`src/rtl/uart_tx_arbiter_if.sv`:
```
// Request/transmit bundle shared by the two requesters, the UART tx and the arbiter.
interface uart_tx_arbiter_if #(
    parameter int unsigned NB_DATA = 8
) ();
    logic               i_tick;
    logic               i_valid_0;
    logic               i_valid_1;
    logic [NB_DATA-1:0] i_data_0;
    logic [NB_DATA-1:0] i_data_1;
    logic               i_last_0;
    logic               i_last_1;
    logic               i_tx_done;
    logic               o_grant_0;
    logic               o_grant_1;
    logic               o_ack_0;
    logic               o_ack_1;
    logic               o_tx_start;
    logic [NB_DATA-1:0] o_tx_data;
    logic               o_timeout;
    logic               o_busy;

    // Arbiter side
    modport slave (
        input  i_tick, i_valid_0, i_valid_1, i_data_0, i_data_1, i_last_0, i_last_1,
        input  i_tx_done,
        output o_grant_0, o_grant_1, o_ack_0, o_ack_1, o_tx_start, o_tx_data,
        output o_timeout, o_busy
    );

    // Requesters / UART tx / baud generator side
    modport master (
        output i_tick, i_valid_0, i_valid_1, i_data_0, i_data_1, i_last_0, i_last_1,
        output i_tx_done,
        input  o_grant_0, o_grant_1, o_ack_0, o_ack_1, o_tx_start, o_tx_data,
        input  o_timeout, o_busy
    );
endinterface

```
`src/rtl/uart_tx_arbiter.sv`:
```
// Two-requester packet arbiter in front of a single UART transmitter.
// Round-robin per packet, owner keeps the link until its last byte, idle owners are
// evicted after TIMEOUT_CYCLES, and every packet is followed by a GAP_TICKS baud gap.
module uart_tx_arbiter #(
    parameter int unsigned NB_DATA        = 8,
    parameter int unsigned GAP_TICKS      = 16,
    parameter int unsigned TIMEOUT_CYCLES = 1024
) (
    input logic             i_clock,
    input logic             i_reset,
    uart_tx_arbiter_if.slave bus
);
    localparam int unsigned GapW = $clog2(GAP_TICKS + 1);
    localparam int unsigned ToW  = $clog2(TIMEOUT_CYCLES);

    typedef enum logic [2:0] {
        StIdle,
        StWaitByte,
        StStart,
        StWaitDone,
        StGap
    } state_e;

    state_e             state_q, state_d;
    logic               owner_q, owner_d;   // 0: req0 owns, 1: req1 owns
    logic               ptr_q, ptr_d;       // preferred requester on contention
    logic [NB_DATA-1:0] data_q, data_d;
    logic               last_q, last_d;
    logic [GapW-1:0]    gap_q, gap_d;
    logic [ToW-1:0]     to_q, to_d;

    logic               ack_0, ack_1, tx_start, timeout;
    logic               own_valid, own_last;
    logic [NB_DATA-1:0] own_data;

    // Inputs of the current owner; the other requester is ignored while owned.
    always_comb begin
        own_valid = owner_q ? bus.i_valid_1 : bus.i_valid_0;
        own_data  = owner_q ? bus.i_data_1  : bus.i_data_0;
        own_last  = owner_q ? bus.i_last_1  : bus.i_last_0;
    end

    // State and datapath registers with synchronous reset.
    always_ff @(posedge i_clock) begin
        if (i_reset) begin
            state_q <= StIdle;
            owner_q <= 1'b0;
            ptr_q   <= 1'b0;
            data_q  <= '0;
            last_q  <= 1'b0;
            gap_q   <= '0;
            to_q    <= '0;
        end else begin
            state_q <= state_d;
            owner_q <= owner_d;
            ptr_q   <= ptr_d;
            data_q  <= data_d;
            last_q  <= last_d;
            gap_q   <= gap_d;
            to_q    <= to_d;
        end
    end

    // Next-state, counters and one-cycle pulses.
    always_comb begin
        state_d  = state_q;
        owner_d  = owner_q;
        ptr_d    = ptr_q;
        data_d   = data_q;
        last_d   = last_q;
        gap_d    = gap_q;
        to_d     = to_q;
        ack_0    = 1'b0;
        ack_1    = 1'b0;
        tx_start = 1'b0;
        timeout  = 1'b0;

        case (state_q)
            StIdle: begin
                if (bus.i_valid_0 || bus.i_valid_1) begin
                    owner_d = (bus.i_valid_0 && bus.i_valid_1) ? ptr_q : bus.i_valid_1;
                    to_d    = '0;
                    state_d = StWaitByte;
                end
            end
            StWaitByte: begin
                if (own_valid) begin
                    data_d  = own_data;
                    last_d  = own_last;
                    ack_0   = ~owner_q;
                    ack_1   = owner_q;
                    to_d    = '0;
                    state_d = StStart;
                end else if (to_q == ToW'(TIMEOUT_CYCLES - 1)) begin
                    timeout = 1'b1;
                    ptr_d   = ~owner_q;
                    to_d    = '0;
                    state_d = StIdle;
                end else begin
                    to_d = to_q + ToW'(1);
                end
            end
            StStart: begin
                tx_start = 1'b1;
                state_d  = StWaitDone;
            end
            StWaitDone: begin
                // A tick arriving with done is dropped: the gap starts counting afterwards.
                if (bus.i_tx_done) begin
                    if (last_q) begin
                        gap_d   = '0;
                        state_d = StGap;
                    end else begin
                        to_d    = '0;
                        state_d = StWaitByte;
                    end
                end
            end
            StGap: begin
                if (bus.i_tick) begin
                    if (gap_q == GapW'(GAP_TICKS - 1)) begin
                        gap_d   = '0;
                        ptr_d   = ~owner_q;
                        state_d = StIdle;
                    end else begin
                        gap_d = gap_q + GapW'(1);
                    end
                end
            end
            default: state_d = StIdle;
        endcase
    end

    // Outputs; pulses are masked in the reset cycle so an aborted packet emits nothing.
    always_comb begin
        bus.o_grant_0  = (state_q != StIdle) && !owner_q;
        bus.o_grant_1  = (state_q != StIdle) && owner_q;
        bus.o_ack_0    = ack_0 & ~i_reset;
        bus.o_ack_1    = ack_1 & ~i_reset;
        bus.o_tx_start = tx_start & ~i_reset;
        bus.o_timeout  = timeout & ~i_reset;
        bus.o_tx_data  = data_q;
        bus.o_busy     = (state_q != StIdle);
    end
endmodule

```
`src/flat_wrapper.sv`:
```
// flat-port wrapper written by rule: the top's interface ports become plain ports
module uart_tx_arbiter_flat 
#(
    parameter int unsigned NB_DATA        = 8,
    parameter int unsigned GAP_TICKS      = 16,
    parameter int unsigned TIMEOUT_CYCLES = 1024
)
  (i_clock, i_reset, bus_i_tick, bus_i_valid_0, bus_i_valid_1, bus_i_data_0, bus_i_data_1, bus_i_last_0, bus_i_last_1, bus_i_tx_done, bus_o_grant_0, bus_o_grant_1, bus_o_ack_0, bus_o_ack_1, bus_o_tx_start, bus_o_tx_data, bus_o_timeout, bus_o_busy);
  uart_tx_arbiter_if #(.NB_DATA(NB_DATA)) bus_i ();
  input logic i_clock;
  input logic i_reset;
  input wire logic [$bits(bus_i.i_tick)-1:0] bus_i_tick;
  input wire logic [$bits(bus_i.i_valid_0)-1:0] bus_i_valid_0;
  input wire logic [$bits(bus_i.i_valid_1)-1:0] bus_i_valid_1;
  input wire logic [$bits(bus_i.i_data_0)-1:0] bus_i_data_0;
  input wire logic [$bits(bus_i.i_data_1)-1:0] bus_i_data_1;
  input wire logic [$bits(bus_i.i_last_0)-1:0] bus_i_last_0;
  input wire logic [$bits(bus_i.i_last_1)-1:0] bus_i_last_1;
  input wire logic [$bits(bus_i.i_tx_done)-1:0] bus_i_tx_done;
  output wire logic [$bits(bus_i.o_grant_0)-1:0] bus_o_grant_0;
  output wire logic [$bits(bus_i.o_grant_1)-1:0] bus_o_grant_1;
  output wire logic [$bits(bus_i.o_ack_0)-1:0] bus_o_ack_0;
  output wire logic [$bits(bus_i.o_ack_1)-1:0] bus_o_ack_1;
  output wire logic [$bits(bus_i.o_tx_start)-1:0] bus_o_tx_start;
  output wire logic [$bits(bus_i.o_tx_data)-1:0] bus_o_tx_data;
  output wire logic [$bits(bus_i.o_timeout)-1:0] bus_o_timeout;
  output wire logic [$bits(bus_i.o_busy)-1:0] bus_o_busy;
  assign bus_i.i_tick = bus_i_tick;
  assign bus_i.i_valid_0 = bus_i_valid_0;
  assign bus_i.i_valid_1 = bus_i_valid_1;
  assign bus_i.i_data_0 = bus_i_data_0;
  assign bus_i.i_data_1 = bus_i_data_1;
  assign bus_i.i_last_0 = bus_i_last_0;
  assign bus_i.i_last_1 = bus_i_last_1;
  assign bus_i.i_tx_done = bus_i_tx_done;
  assign bus_o_grant_0 = bus_i.o_grant_0;
  assign bus_o_grant_1 = bus_i.o_grant_1;
  assign bus_o_ack_0 = bus_i.o_ack_0;
  assign bus_o_ack_1 = bus_i.o_ack_1;
  assign bus_o_tx_start = bus_i.o_tx_start;
  assign bus_o_tx_data = bus_i.o_tx_data;
  assign bus_o_timeout = bus_i.o_timeout;
  assign bus_o_busy = bus_i.o_busy;
  uart_tx_arbiter #(.NB_DATA(NB_DATA), .GAP_TICKS(GAP_TICKS), .TIMEOUT_CYCLES(TIMEOUT_CYCLES)) u_core (.i_clock(i_clock), .i_reset(i_reset), .bus(bus_i));
endmodule
```
`config.mk`:
```
export PLATFORM = sky130hd
export DESIGN_NAME = uart_tx_arbiter_flat
export DESIGN_NICKNAME = d
export VERILOG_FILES = /design/src/rtl/uart_tx_arbiter_if.sv /design/src/rtl/uart_tx_arbiter.sv /design/src/flat_wrapper.sv
export SDC_FILE = /design/constraint.sdc
export NUM_CORES = 1
export LEC_CHECK = 0
export BUFFER_PORTS_ARGS = -buffer_cell sky130_fd_sc_hd__buf_4
export CAP_MARGIN = 5
export CORE_MARGIN = 5
export CORE_UTILIZATION = 43
export DETAILED_ROUTE_END_ITERATION = 7
export GPL_ROUTABILITY_DRIVEN = 0
export PLACE_DENSITY = 0.67
export SKIP_LAST_GASP = 1
export SYNTH_ARGS = -nofsm -noshare
export SYNTH_HDL_FRONTEND = slang
export SYNTH_SLANG_ARGS = --single-unit
```
`constraint.sdc`:
```
create_clock -name i_clock -period 5.15 [get_ports i_clock]
set_input_delay 0.515 -clock i_clock [delete_from_list [all_inputs] [get_ports i_clock]]
set_output_delay 0.515 -clock i_clock [all_outputs]
set_load 0.01 [all_outputs]
```
# Word level (Yosys, flattened, before mapping)
# Cells that the tools add are included.
dict set report totals {
  mem_bits_ro 0
  memories 0
  ram_bits 0
  latch_bits 0
  reg_bits 29
}
dict set report classes {
  magnitude_cmp 0
  mul 0
  addsub 2
  div_mod_pow 0
  n_bitwise 6
  shifts 0
  reduce_logical 16
  n_mux 36
  eq_ne 15
}
# cell count
set op_table {}
lappend op_table {{2-to-1 mux 10 bit} 5}
lappend op_table {{case mux 10 bit (3 select lines)} 1}
lappend op_table {{2-to-1 mux 3 bit} 7}
lappend op_table {{2-to-1 mux 5 bit} 4}
lappend op_table {{2-to-1 mux 1 bit} 15}
lappend op_table {{case mux 3 bit (5 select lines)} 1}
lappend op_table {{adder 10 x 1 -> 10 bit (second input constant)} 1}
lappend op_table {{equality test 10 bit (second input constant)} 1}
lappend op_table {{case mux 5 bit (2 select lines)} 1}
lappend op_table {{AND reduction 5 bit} 2}
lappend op_table {{2-to-1 mux 8 bit} 1}
lappend op_table {{inequality test 2 x 1 -> 1 bit (second input constant)} 4}
lappend op_table {{inequality test 2 bit (second input constant)} 4}
lappend op_table {{AND reduction 4 bit} 2}
lappend op_table {{equality test 3 x 2 -> 1 bit (second input constant)} 2}
lappend op_table {{nonzero test 3 bit} 2}
lappend op_table {{adder 5 x 1 -> 5 bit (second input constant)} 1}
lappend op_table {{equality test 5 x 4 -> 1 bit (second input constant)} 1}
lappend op_table {{AND 1 bit} 4}
lappend op_table {{AND reduction 2 bit} 2}
lappend op_table {{nonzero test 2 bit} 2}
lappend op_table {{equality test 3 x 1 -> 1 bit (second input constant)} 1}
lappend op_table {{equality test 3 bit (second input constant)} 1}
lappend op_table {{logical AND 1 bit} 3}
lappend op_table {{6 further kinds} 7}

# Depth between registers and ports, before layout
# Gate-level depths: netlist of run 1.
dict set report logic_depth {
  depth_word 5
  ltp_mapped 6
  mapped_depth_nobuf 5
}

# Worst setup path before layout of run 1
# Ideal clock, no wire load.
dict set report synth_timing {
  kind {reg-to-output}
  from {register u_core.state_q[0]}
  to {output port bus_o_ack_0}
  required_time_ns 4.635
  arrival_ns 1.314
  stages_incl_launch_ff 5
  path_slack_ns 3.321
  cell_sequence {dfxtp_1 buf_2 nand2b_1 or3_1 nor3b_1}
}
dict set report synth_via {
  elab_chain_len 3
}
# item line_no
set synth_lines {}
lappend synth_lines {{start, declared} uart_tx_arbiter.sv:24} ;# state_e state_q, state_d;
lappend synth_lines {{start signal, assigned} uart_tx_arbiter.sv:46} ;# state_q <= StIdle;
lappend synth_lines {{start signal, assigned} uart_tx_arbiter.sv:54} ;# state_q <= state_d;
lappend synth_lines {{equality test 3 x 1 -> 1 bit} uart_tx_arbiter.sv:78} ;# case (state_q)
lappend synth_lines {{2-to-1 mux 1 bit} uart_tx_arbiter.sv:78}
lappend synth_lines {{AND 1 bit} uart_tx_arbiter.sv:138} ;# bus.o_ack_0 = ack_0 & ~i_reset;
lappend synth_lines {{end, declared} flat_wrapper.sv:22} ;# output wire logic [$bits(bus_i.o_ack_0)-1:0] bus_o_ack_0;
# No other way between the ends.

# Final worst setup path of run 1
dict set report layout_timing {
  from {register u_core.owner_q}
  to {output port bus_o_timeout}
}
dict set report layout_via {
  elab_chain_len 4
}
# item line_no
set layout_lines {}
lappend layout_lines {{start, declared} uart_tx_arbiter.sv:25} ;# logic owner_q, owner_d;
lappend layout_lines {{start signal, assigned} uart_tx_arbiter.sv:55} ;# owner_q <= owner_d;
lappend layout_lines {{2-to-1 mux 1 bit} uart_tx_arbiter.sv:38} ;# own_valid = owner_q ? bus.i_valid_1 : bus.i_valid_0;
lappend layout_lines {{2-to-1 mux 1 bit} uart_tx_arbiter.sv:87} ;# if (own_valid) begin
lappend layout_lines {{2-to-1 mux 1 bit} uart_tx_arbiter.sv:78}
lappend layout_lines {{AND 1 bit} uart_tx_arbiter.sv:141} ;# bus.o_timeout = timeout & ~i_reset;
lappend layout_lines {{end, declared} flat_wrapper.sv:26} ;# output wire logic [$bits(bus_i.o_timeout)-1:0] bus_o_timeout;
# No other way between the ends.

==> results.sh, run 1 <==
export IMPL_worst_pin_slew_ps=989
export IMPL_cts_sinks=29
export IMPL_routedWlPerCell_um=13.6
export IMPL_avgSynthCellArea_um2=8.81
export IMPL_postCtsSetupBuffers=0
export IMPL_hold_viol=0
export IMPL_syn_nets=200
export IMPL_grt_max_degree=30
export IMPL_yosysWarningCount=0
export IMPL_seq_area_frac_synth=0.379
export IMPL_first_global_vias=1332
export IMPL_min_from="u_core.gap_q[4]"
export IMPL_r2r_setup_slack_ps=2810
export IMPL_timing_rr_end="u_core.bus.o_tx_data[6]"
export IMPL_via_per_inst=5.49
export IMPL_grt_usage=0.146
export IMPL_min_path_cells=1
export IMPL_hold_buffers=0
export IMPL_path_cells="mux2_2 -> nor3_1 -> buf_4"
export IMPL_whs_ps=471
export IMPL_grt_pass1_wl_um=5870
export IMPL_ioPinCount=39
export IMPL_dp_hpwl_um=2540
export IMPL_drive_gt1_frac=0.242
export IMPL_worst_path_max_fanout=16
export IMPL_h_tree_depth=2
export IMPL_route_detailed_drc=0
export IMPL_insertion_delay_ps=330
export IMPL_dieHeight_um=69.7
export IMPL_syn_inst=174
export IMPL_vias=1412
export IMPL_critPathArrivalTime_ps=1930
export IMPL_cts_resized=0
export IMPL_areaGrowthSynthToFinish_pct=23.0
export IMPL_totalWireLength_um=3490
export IMPL_portBuffers=38
export IMPL_final_util=0.556
export IMPL_synth_seq_cells=29
export IMPL_mostFrequentLayoutCell="buf_4"
export IMPL_crit_slowest_cell="dfxtp_1"
export IMPL_fillers=305
export IMPL_antenna_found_initial=0
export IMPL_synth_edf_count=0
export IMPL_setup_worst_path_class="reg -> out"
export IMPL_finalSetupViolCount=0
export IMPL_hp_class="reg -> reg"
export IMPL_diodes=0
export IMPL_grt_ovfl_total=0
export IMPL_core_um2=3390
export IMPL_cpPeakStageDelay_ps=800
export IMPL_r2r_cells=4
export IMPL_rows=21
export IMPL_period_share=0.474
export IMPL_cts_root_buf="clkbuf_4"
export IMPL_p_leak_uw=0.000706
export IMPL_min_period_ps=2440
export IMPL_yosysUniqueCellTypes=47
export IMPL_nets=236
export IMPL_ir_drop_mv=0.235
export IMPL_cts_buffer_depth=2
export IMPL_clkTransAtPathRegs_ps=80
export IMPL_fmax_mhz=410
export IMPL_slew_headroom=0.338
export IMPL_tritoncts="built"
export IMPL_min_delay_worst_endpoint="u_core.gap_q[4]"
export IMPL_powerDensity_nw_per_um2=362
export IMPL_slew_violations=0
export IMPL_dieArea_um2=4860
export IMPL_rsz0062_at_grt="false"
export IMPL_synthArstFlopShare=0
export IMPL_startpoint_type="flop"
export IMPL_start_util=0.452
export IMPL_drtIter0Drc=84
export IMPL_cts_made_buffers=5
export IMPL_synth_ff_type="dfxtp_1"
export IMPL_first_pass_iters=4
export IMPL_mostFrequentLayoutCells="buf_4 (38), dfxtp_1 (29), nor2_1 (19)"
export IMPL_syn_area_um2=1530
export IMPL_antenna_left=0
export IMPL_cap_violations=0
export IMPL_worst_clock_skew_ps=8.96
export IMPL_fp_dieW_um=69.7
export IMPL_critPathCaptureType="primary output"
export IMPL_setup_tns_ps=0
export IMPL_reg2reg_from="u_core.owner_q"
export IMPL_status="finished clean"
export IMPL_cp_required_ps=4640
## metrics by stage
step / cell area, µm² / cells / worst slack (ps) / power (µW)
2_1_floorplan: 1530 / 174 / 3320 / 464
3_3_place_gp: 1840 / 249 / 2940 / 548
3_5_place_dp: 1840 / 249 / 2810 / 557
4_1_cts: 1890 / 257 / 2720 / 687
5_1_grt: 1890 / 257 / 2480 / 734
6_report: 1890 / 257 / 2710 / 682
## power breakdown
group          total (µW)  switching, µW  internal, µW  leakage (µW)
Combinational         251            138           114      0.000444
Clock                 130           76.2          54.3     0.0000265
Sequential            300           44.5           256      0.000236
Total                 682            258           424      0.000706
## cells by family (layout without fill, tap and decap cells)
| kind of cell | after synthesis | after routing | share of synthesized area |
|---|---|---|---|
| AO/OA/AOI/OAI | 44 | 44 | 0.214 |
| XOR/XNOR | 3 | 3 | 0.0171 |
| adder cells (fa/ha/maj) | 2 | 2 | 0.0163 |
| buffers and inverters | 16 | 53 | 0.0425 |
| flip-flops | 29 | 29 | 0.379 |
| multiplexers | 14 | 14 | 0.0931 |
| AND/OR/NAND/NOR | 66 | 66 | 0.238 |
## worst max-delay path by stage
stage                                         end  cells after the start              start
after floorplan                       bus_o_ack_0                      4  u_core.state_q[0]
after global placement    u_core.bus.o_tx_data[1]                      4     u_core.owner_q
after detailed placement        u_core.state_q[1]                      4     u_core.owner_q
after CTS                           bus_o_timeout                      3     u_core.owner_q
after global routing      u_core.bus.o_tx_data[6]                      4     u_core.owner_q
final                               bus_o_timeout                      3     u_core.owner_q
## flip-flops by register name (all words and copies together), names as in the netlist
signal and cells:
u_core.to_q 10, u_core.last_q 1, u_core.ptr_q 1, u_core.state_q 3, u_core.bus.o_tx_data 8, u_core.gap_q 5, u_core.owner_q 1
## routing by layer
layer  vias to the layer above  track usage  share of wire  wire length (µm)
met5                         -            0              0                 0
met1                       638        0.204           0.50              1760
li1                        728            -              -                 -
met4                         0       0.0511          0.012                41
met2                        42        0.208           0.41              1440
met3                         4       0.0507          0.072               252
## area by class of cell
| class | instances | area, µm² | share of cell area |
|---|---|---|---|
| multi-input cells | 129 | 887 | 0.470 |
| flip-flops and latches | 29 | 581 | 0.308 |
| repair buffers | 38 | 285 | 0.151 |
| well taps | 46 | 57.6 | 0.0305 |
| clock buffers | 8 | 48.8 | 0.0259 |
| inverters | 7 | 26.3 | 0.0139 |
## cells in the mapped netlist (3+ instances only)
library cell,number,share of area
clkbuf_1,3,0.0073
a21oi_1,3,0.0098
inv_1,7,0.017
mux2i_1,12,0.078
or3_1,5,0.020
o21ai_0,8,0.026
or4_1,4,0.020
nand2_1,6,0.015
nand3_1,6,0.020
nor2_1,19,0.047
dfxtp_1,29,0.38
o31ai_1,4,0.020
buf_2,4,0.013
nor3_1,6,0.020
a211oi_1,16,0.078
## worst max-delay path, delay by kind of cell (launching register included)
| family | cells | cell delay (ps) |
|---|---|---|
| buffers and inverters | 1 | 170 |
| multiplexers | 1 | 440 |
| flip-flops | 1 | 800 |
| AND/OR/NAND/NOR | 1 | 200 |
No activity file was read; power rests on OpenSTA's default activity.
==> run 2, diff against run 1 <==
--- a/config.mk
+++ b/config.mk
@@ -5,6 +5,7 @@
 export SDC_FILE = /design/constraint.sdc
 export NUM_CORES = 1
 export LEC_CHECK = 0
+export ABC_AREA = 1
 export BUFFER_PORTS_ARGS = -buffer_cell sky130_fd_sc_hd__buf_4
 export CAP_MARGIN = 5
 export CORE_MARGIN = 5
==> constraint.sdc (replaced) <==
create_clock -name i_clock -period 2.32 [get_ports i_clock]
set_input_delay 0.232 -clock i_clock [delete_from_list [all_inputs] [get_ports i_clock]]
set_output_delay 0.232 -clock i_clock [all_outputs]
set_load 0.01 [all_outputs]
==> results.sh, run 2 <==
export IMPL_min_period_ps=1730
export IMPL_hp_class="in -> reg"
export IMPL_areaGrowthSynthToFinish_pct=28.6
export IMPL_grt_max_degree=19
export IMPL_first_global_vias=1485
export IMPL_tritoncts="built"
export IMPL_drive_gt1_frac=0.234
export IMPL_syn_area_um2=1580
export IMPL_synth_ff_type="dfxtp_1"
export IMPL_p_leak_uw=0.000969
export IMPL_routed_top_layer="met4"
export IMPL_fillers=375
export IMPL_postCtsSetupBuffers=0
export IMPL_ioPinCount=39
export IMPL_totalWireLength_um=3610
export IMPL_nets=307
export IMPL_crit_top_cell="nand2_1"
export IMPL_yosysWarningCount=0
export IMPL_ir_drop_mv=0.464
export IMPL_startpoint_type="flop"
export IMPL_worst_clock_skew_ps=6.40
export IMPL_grt_ovfl_total=0
export IMPL_cts_made_buffers=5
export IMPL_critPathCaptureType="flop"
export IMPL_synth_area_top_cells="dfxtp_1 (37%), nand2_1 (17%), nor2_1 (5.7%)"
export IMPL_synth_most_common_cell="nand2_1"
export IMPL_hold_viol=0
export IMPL_cts_resized=0
export IMPL_grt_pass1_wl_um=6440
export IMPL_hold_buffers=0
export IMPL_setup_worst_path_class="reg -> reg"
export IMPL_h_tree_depth=2
export IMPL_setup_tns_ps=0
export IMPL_synth_edf_count=0
export IMPL_post_synth_top_area_cell="dfxtp_1"
export IMPL_yosysUniqueCellTypes=29
export IMPL_dieHeight_um=70.6
export IMPL_regMostFlops="u_core.to_q"
export IMPL_first_pass_iters=4
export IMPL_core_um2=3610
export IMPL_portBuffers=38
export IMPL_clkTransAtPathRegs_ps=70
export IMPL_yosysTopAreaCellShare=0.367
export IMPL_cpPeakStageDelay_ps=390
export IMPL_syn_nets=267
export IMPL_syn_inst=241
export IMPL_r2r_setup_slack_ps=590
export IMPL_path_cells="ha_1 -> inv_1 -> nor2_2 -> nand3_1 -> nand2_1 -> nand2_1 -> nor2_2 -> nand2_1 -> nand2_1 -> nor2_1"
export IMPL_cts_root_buf="clkbuf_8"
export IMPL_start_util=0.439
export IMPL_wl_met3_um=254
export IMPL_antenna_left=0
export IMPL_cts_buffer_depth=2
export IMPL_crit_slowest_cell="dfxtp_1"
export IMPL_rsz0062_at_grt="false"
export IMPL_finalSetupViolCount=0
export IMPL_seq_area_frac_synth=0.367
export IMPL_via_per_inst=4.86
export IMPL_synthArstFlopShare=0
export IMPL_dp_hpwl_um=2820
export IMPL_grt_usage=0.158
export IMPL_cap_violations=0
export IMPL_cts_sinks=29
export IMPL_synth_seq_cells=29
export IMPL_worst_path_max_fanout=5
export IMPL_worst_pin_slew_ps=456
export IMPL_antenna_found_initial=0
export IMPL_whs_ps=196
export IMPL_drtIter0Drc=90
export IMPL_period_share=0.745
export IMPL_slew_violations=0
export IMPL_critPathArrivalTime_ps=1900
export IMPL_wl_met2_um=1610
export IMPL_vias=1605
export IMPL_fmax_mhz=579
export IMPL_mostFrequentLayoutCell="nand2_1"
export IMPL_route_detailed_drc=0
export IMPL_diodes=0
export IMPL_status="finished clean"
export IMPL_mostFrequentLayoutCells="nand2_1 (72), buf_4 (39), dfxtp_1 (29)"
export IMPL_largest_reg_flops=10
export IMPL_dieArea_um2=4990
export IMPL_wl_met1_um=1670
export IMPL_routedWlPerCell_um=10.9
export IMPL_cp_required_ps=2500
export IMPL_rows=22
export IMPL_insertion_delay_ps=280
export IMPL_avgSynthCellArea_um2=6.56
export IMPL_powerDensity_nw_per_um2=1050
export IMPL_fp_dieW_um=70.6
export IMPL_ys_top_cells_by_count="nand2_1 (72), dfxtp_1 (29), nor2_1 (24), inv_1 (22), nand3_1 (15)"
export IMPL_slew_headroom=0.696
## run 2: path summary, 6_finish.rpt
path | start | to | depth (start not counted)
setup / recovery | u_core.to_q[0] | u_core.state_q[2] | 10
hold / removal | i_reset | u_core.to_q[8] | 2
setup reg to reg | u_core.to_q[0] | u_core.state_q[2] | 10
hold reg to reg | u_core.gap_q[4] | u_core.gap_q[4] | 2
## run 2: stage by stage
stage | utilization | std cells | cell area [µm²] | power [µW] | worst slack (ps)
after detailed placement | 0.527 | 322 | 1900 | 1540 | 622
final | 0.564 | 330 | 2030 | 2140 | 592
after global routing | 0.564 | 330 | 2030 | 2330 | 378
after global placement | 0.527 | 322 | 1900 | 1540 | 659
after floorplan | - | 241 | 1580 | 1300 | 887
after CTS | 0.564 | 330 | 2030 | 2170 | 582
## run 2: kinds of logic after synthesis
group / synth area share
fa+ha+maj: 0.0158
xor+xnor: 0.0166
flops: 0.367
compound gates: 0.128
simple gates: 0.381
buf+inv: 0.0910
## run 2: power breakdown
group	total [µW]	switching (µW)	internal, µW
combinational	833	511	322
clock	618	192	426
sequential	691	95.8	595
total	2140	798	1340
## run 2: routing by layer
layer	up-vias	global-route usage
met3	8	0.0611
li1	860	-
met1	705	0.191
met5	-	0
met2	32	0.252
met4	0	0.0689
## run 2: worst max-delay path, delay by kind of cell, from the launching register on
family	cells	cell delay (ps)
and+or+nand+nor	8	890
DFF	1	390
adders and majority gates	1	250
buffers and inverters	1	90
## run 2: final cells by class
class	instances	area, µm²	share of cell area
multi-input cells	177	857	0.422
flip-flops and latches	29	581	0.286
repair buffers	39	293	0.144
inverters	29	109	0.0535
clock buffers	5	68.8	0.0338
clock inverters	3	65.1	0.0320
well taps	48	60.1	0.0295
==> run 3, diff against run 2 <==
==> constraint.sdc (replaced) <==
create_clock -name i_clock -period 1.65 [get_ports i_clock]
set_input_delay 0.165 -clock i_clock [delete_from_list [all_inputs] [get_ports i_clock]]
set_output_delay 0.165 -clock i_clock [all_outputs]
set_load 0.01 [all_outputs]
==> results.sh, run 3 (same netlist as run 2, synthesis figures left out) <==
export IMPL_rsz0062_at_grt="true"
export IMPL_regMostFlops="u_core.to_q"
export IMPL_fillers=366
export IMPL_fp_dieW_um=70.6
export IMPL_p_sw_frac=0.409
export IMPL_first_global_vias=1503
export IMPL_critPathArrivalTime_ps=1390
export IMPL_min_delay_worst_endpoint="u_core.to_q[8]"
export IMPL_clkTransAtPathRegs_ps=60
export IMPL_worst_path_max_fanout=3
export IMPL_place_area_um2=1940
export IMPL_worst_pin_slew_ps=258
export IMPL_portBuffers=38
export IMPL_reg2reg_from="u_core.state_q[2]"
export IMPL_fin_cells=334
export IMPL_min_path_cells=2
export IMPL_p_sw_uw=1160
export IMPL_period_share=0.945
export IMPL_rows=22
export IMPL_ir_drop_mv=0.728
export IMPL_totalWireLength_um=3810
export IMPL_drive_gt1_frac=0.273
export IMPL_path_cells="nand2_1 -> inv_1 -> nand2_1 -> nor2_1 -> nand3_1 -> nor2_1 -> buf_4"
export IMPL_cts_sinks=29
export IMPL_cp_top_family="simple AND/OR/NAND/NOR gates"
export IMPL_setup_worst_path_class="reg -> out"
export IMPL_dp_hpwl_um=2920
export IMPL_mostFrequentLayoutCell="nand2_1"
export IMPL_fmax_mhz=641
export IMPL_diodes=0
export IMPL_first_pass_iters=4
export IMPL_design_area_um2=2060
export IMPL_areaGrowthSynthToFinish_pct=30.0
export IMPL_startpoint_type="flop"
export IMPL_largest_reg_flops=10
export IMPL_grt_max_degree=19
export IMPL_vias=1638
export IMPL_p_int_uw=1680
export IMPL_whs_ps=141
export IMPL_tritoncts="built"
export IMPL_timing_rr_end="u_core.to_q[2]"
export IMPL_start_util=0.439
export IMPL_route_detailed_drc=0
export IMPL_slew_violations=0
export IMPL_cts_buffer_depth=2
export IMPL_dieHeight_um=70.6
export IMPL_insertion_delay_ps=280
export IMPL_r2r_cells=9
export IMPL_antenna_left=0
export IMPL_r2r_setup_slack_ps=150
export IMPL_grt_ovfl_total=0
export IMPL_min_from="i_reset"
export IMPL_powerDensity_nw_per_um2=1380
export IMPL_p_total_uw=2840
export IMPL_worst_clock_skew_ps=4.54
export IMPL_ioPinCount=39
export IMPL_cts_made_buffers=5
export IMPL_placed_cells=327
export IMPL_nets=312
export IMPL_min_period_ps=1560
export IMPL_drtIter0Drc=119
export IMPL_p_comb_frac=0.441
export IMPL_path_buf_inv=2
export IMPL_pwr_share_clk=0.208
export IMPL_mostFrequentLayoutCells="nand2_1 (72), buf_4 (44), dfxtp_1 (23)"
export IMPL_slew_headroom=0.828
export IMPL_seqPwrFrac=0.351
export IMPL_cp_required_ps=1480
export IMPL_antenna_found_initial=0
export IMPL_grt_usage=0.162
export IMPL_dieArea_um2=4990
export IMPL_via_per_inst=4.90
export IMPL_p_leak_uw=0.000970
export IMPL_hp_class="in -> reg"
export IMPL_hold_buffers=0
export IMPL_status="finished clean"
export IMPL_routedWlPerCell_um=11.4
export IMPL_grt_pass1_wl_um=6530
export IMPL_crit_slowest_cell="dfxtp_1"
export IMPL_cts_root_buf="clkbuf_8"
export IMPL_critPathCaptureType="primary output"
export IMPL_hold_viol=0
export IMPL_finalSetupViolCount=0
export IMPL_h_tree_depth=2
export IMPL_cpPeakStageDelay_ps=380
export IMPL_final_util=0.570
export IMPL_core_um2=3610
export IMPL_cap_violations=0
-- run 3: power by group through the flow --
stage / clock network, µW / registers [µW] / logic (µW)
2_1_floorplan: 0 / 987 / 848
3_3_place_gp: 0 / 983 / 1230
3_5_place_dp: 0 / 987 / 1230
4_1_cts: 614 / 974 / 1240
5_1_grt: 646 / 1020 / 1410
6_report: 592 / 998 / 1250
-- run 3: area by class of cell --
type | count | area [µm²] | area share
repair buffers | 44 | 330 | 0.161
clock buffers | 7 | 86.3 | 0.0420
multi-input cells | 177 | 882 | 0.429
inverters | 29 | 109 | 0.0530
well taps | 48 | 60.1 | 0.0292
flip-flops and latches | 29 | 588 | 0.286
-- run 3: stage by stage --
step	setup WS [ps]	setup TNS, ps
after global placement	28.6	0
after floorplan	217	0
after global routing	-13.6	-13.6
after CTS	17.0	0
final	90.4	0
after detailed placement	30.2	0
-- run 3: layer usage --
| layer | vias up | track usage | share of wire |
|---|---|---|---|
| met5 | - | 0 | 0 |
| met4 | 0 | 0.0564 | 0.013 |
| met3 | 6 | 0.0568 | 0.072 |
| met2 | 36 | 0.268 | 0.45 |
| met1 | 728 | 0.196 | 0.46 |
| li1 | 868 | - | - |
-- run 3: timing repair --
item / CTS / global route
setup buffers: 0 / 0
setup endpoints to repair: 1 / 4
gates resized for setup: 1 / 10
-- run 3: worst max-delay path by stage --
stage	depth (start not counted)	slack [ps]	startpoint	end
2_1_floorplan	10	220	u_core.to_q[0]	u_core.state_q[0]
3_3_place_gp	10	30	u_core.to_q[1]	u_core.state_q[2]
3_5_place_dp	10	30	u_core.to_q[0]	u_core.state_q[2]
4_1_cts	5	20	u_core.state_q[0]	bus_o_timeout
5_1_grt	7	-10	u_core.to_q[3]	bus_o_timeout
6_report	7	90	u_core.to_q[3]	bus_o_timeout
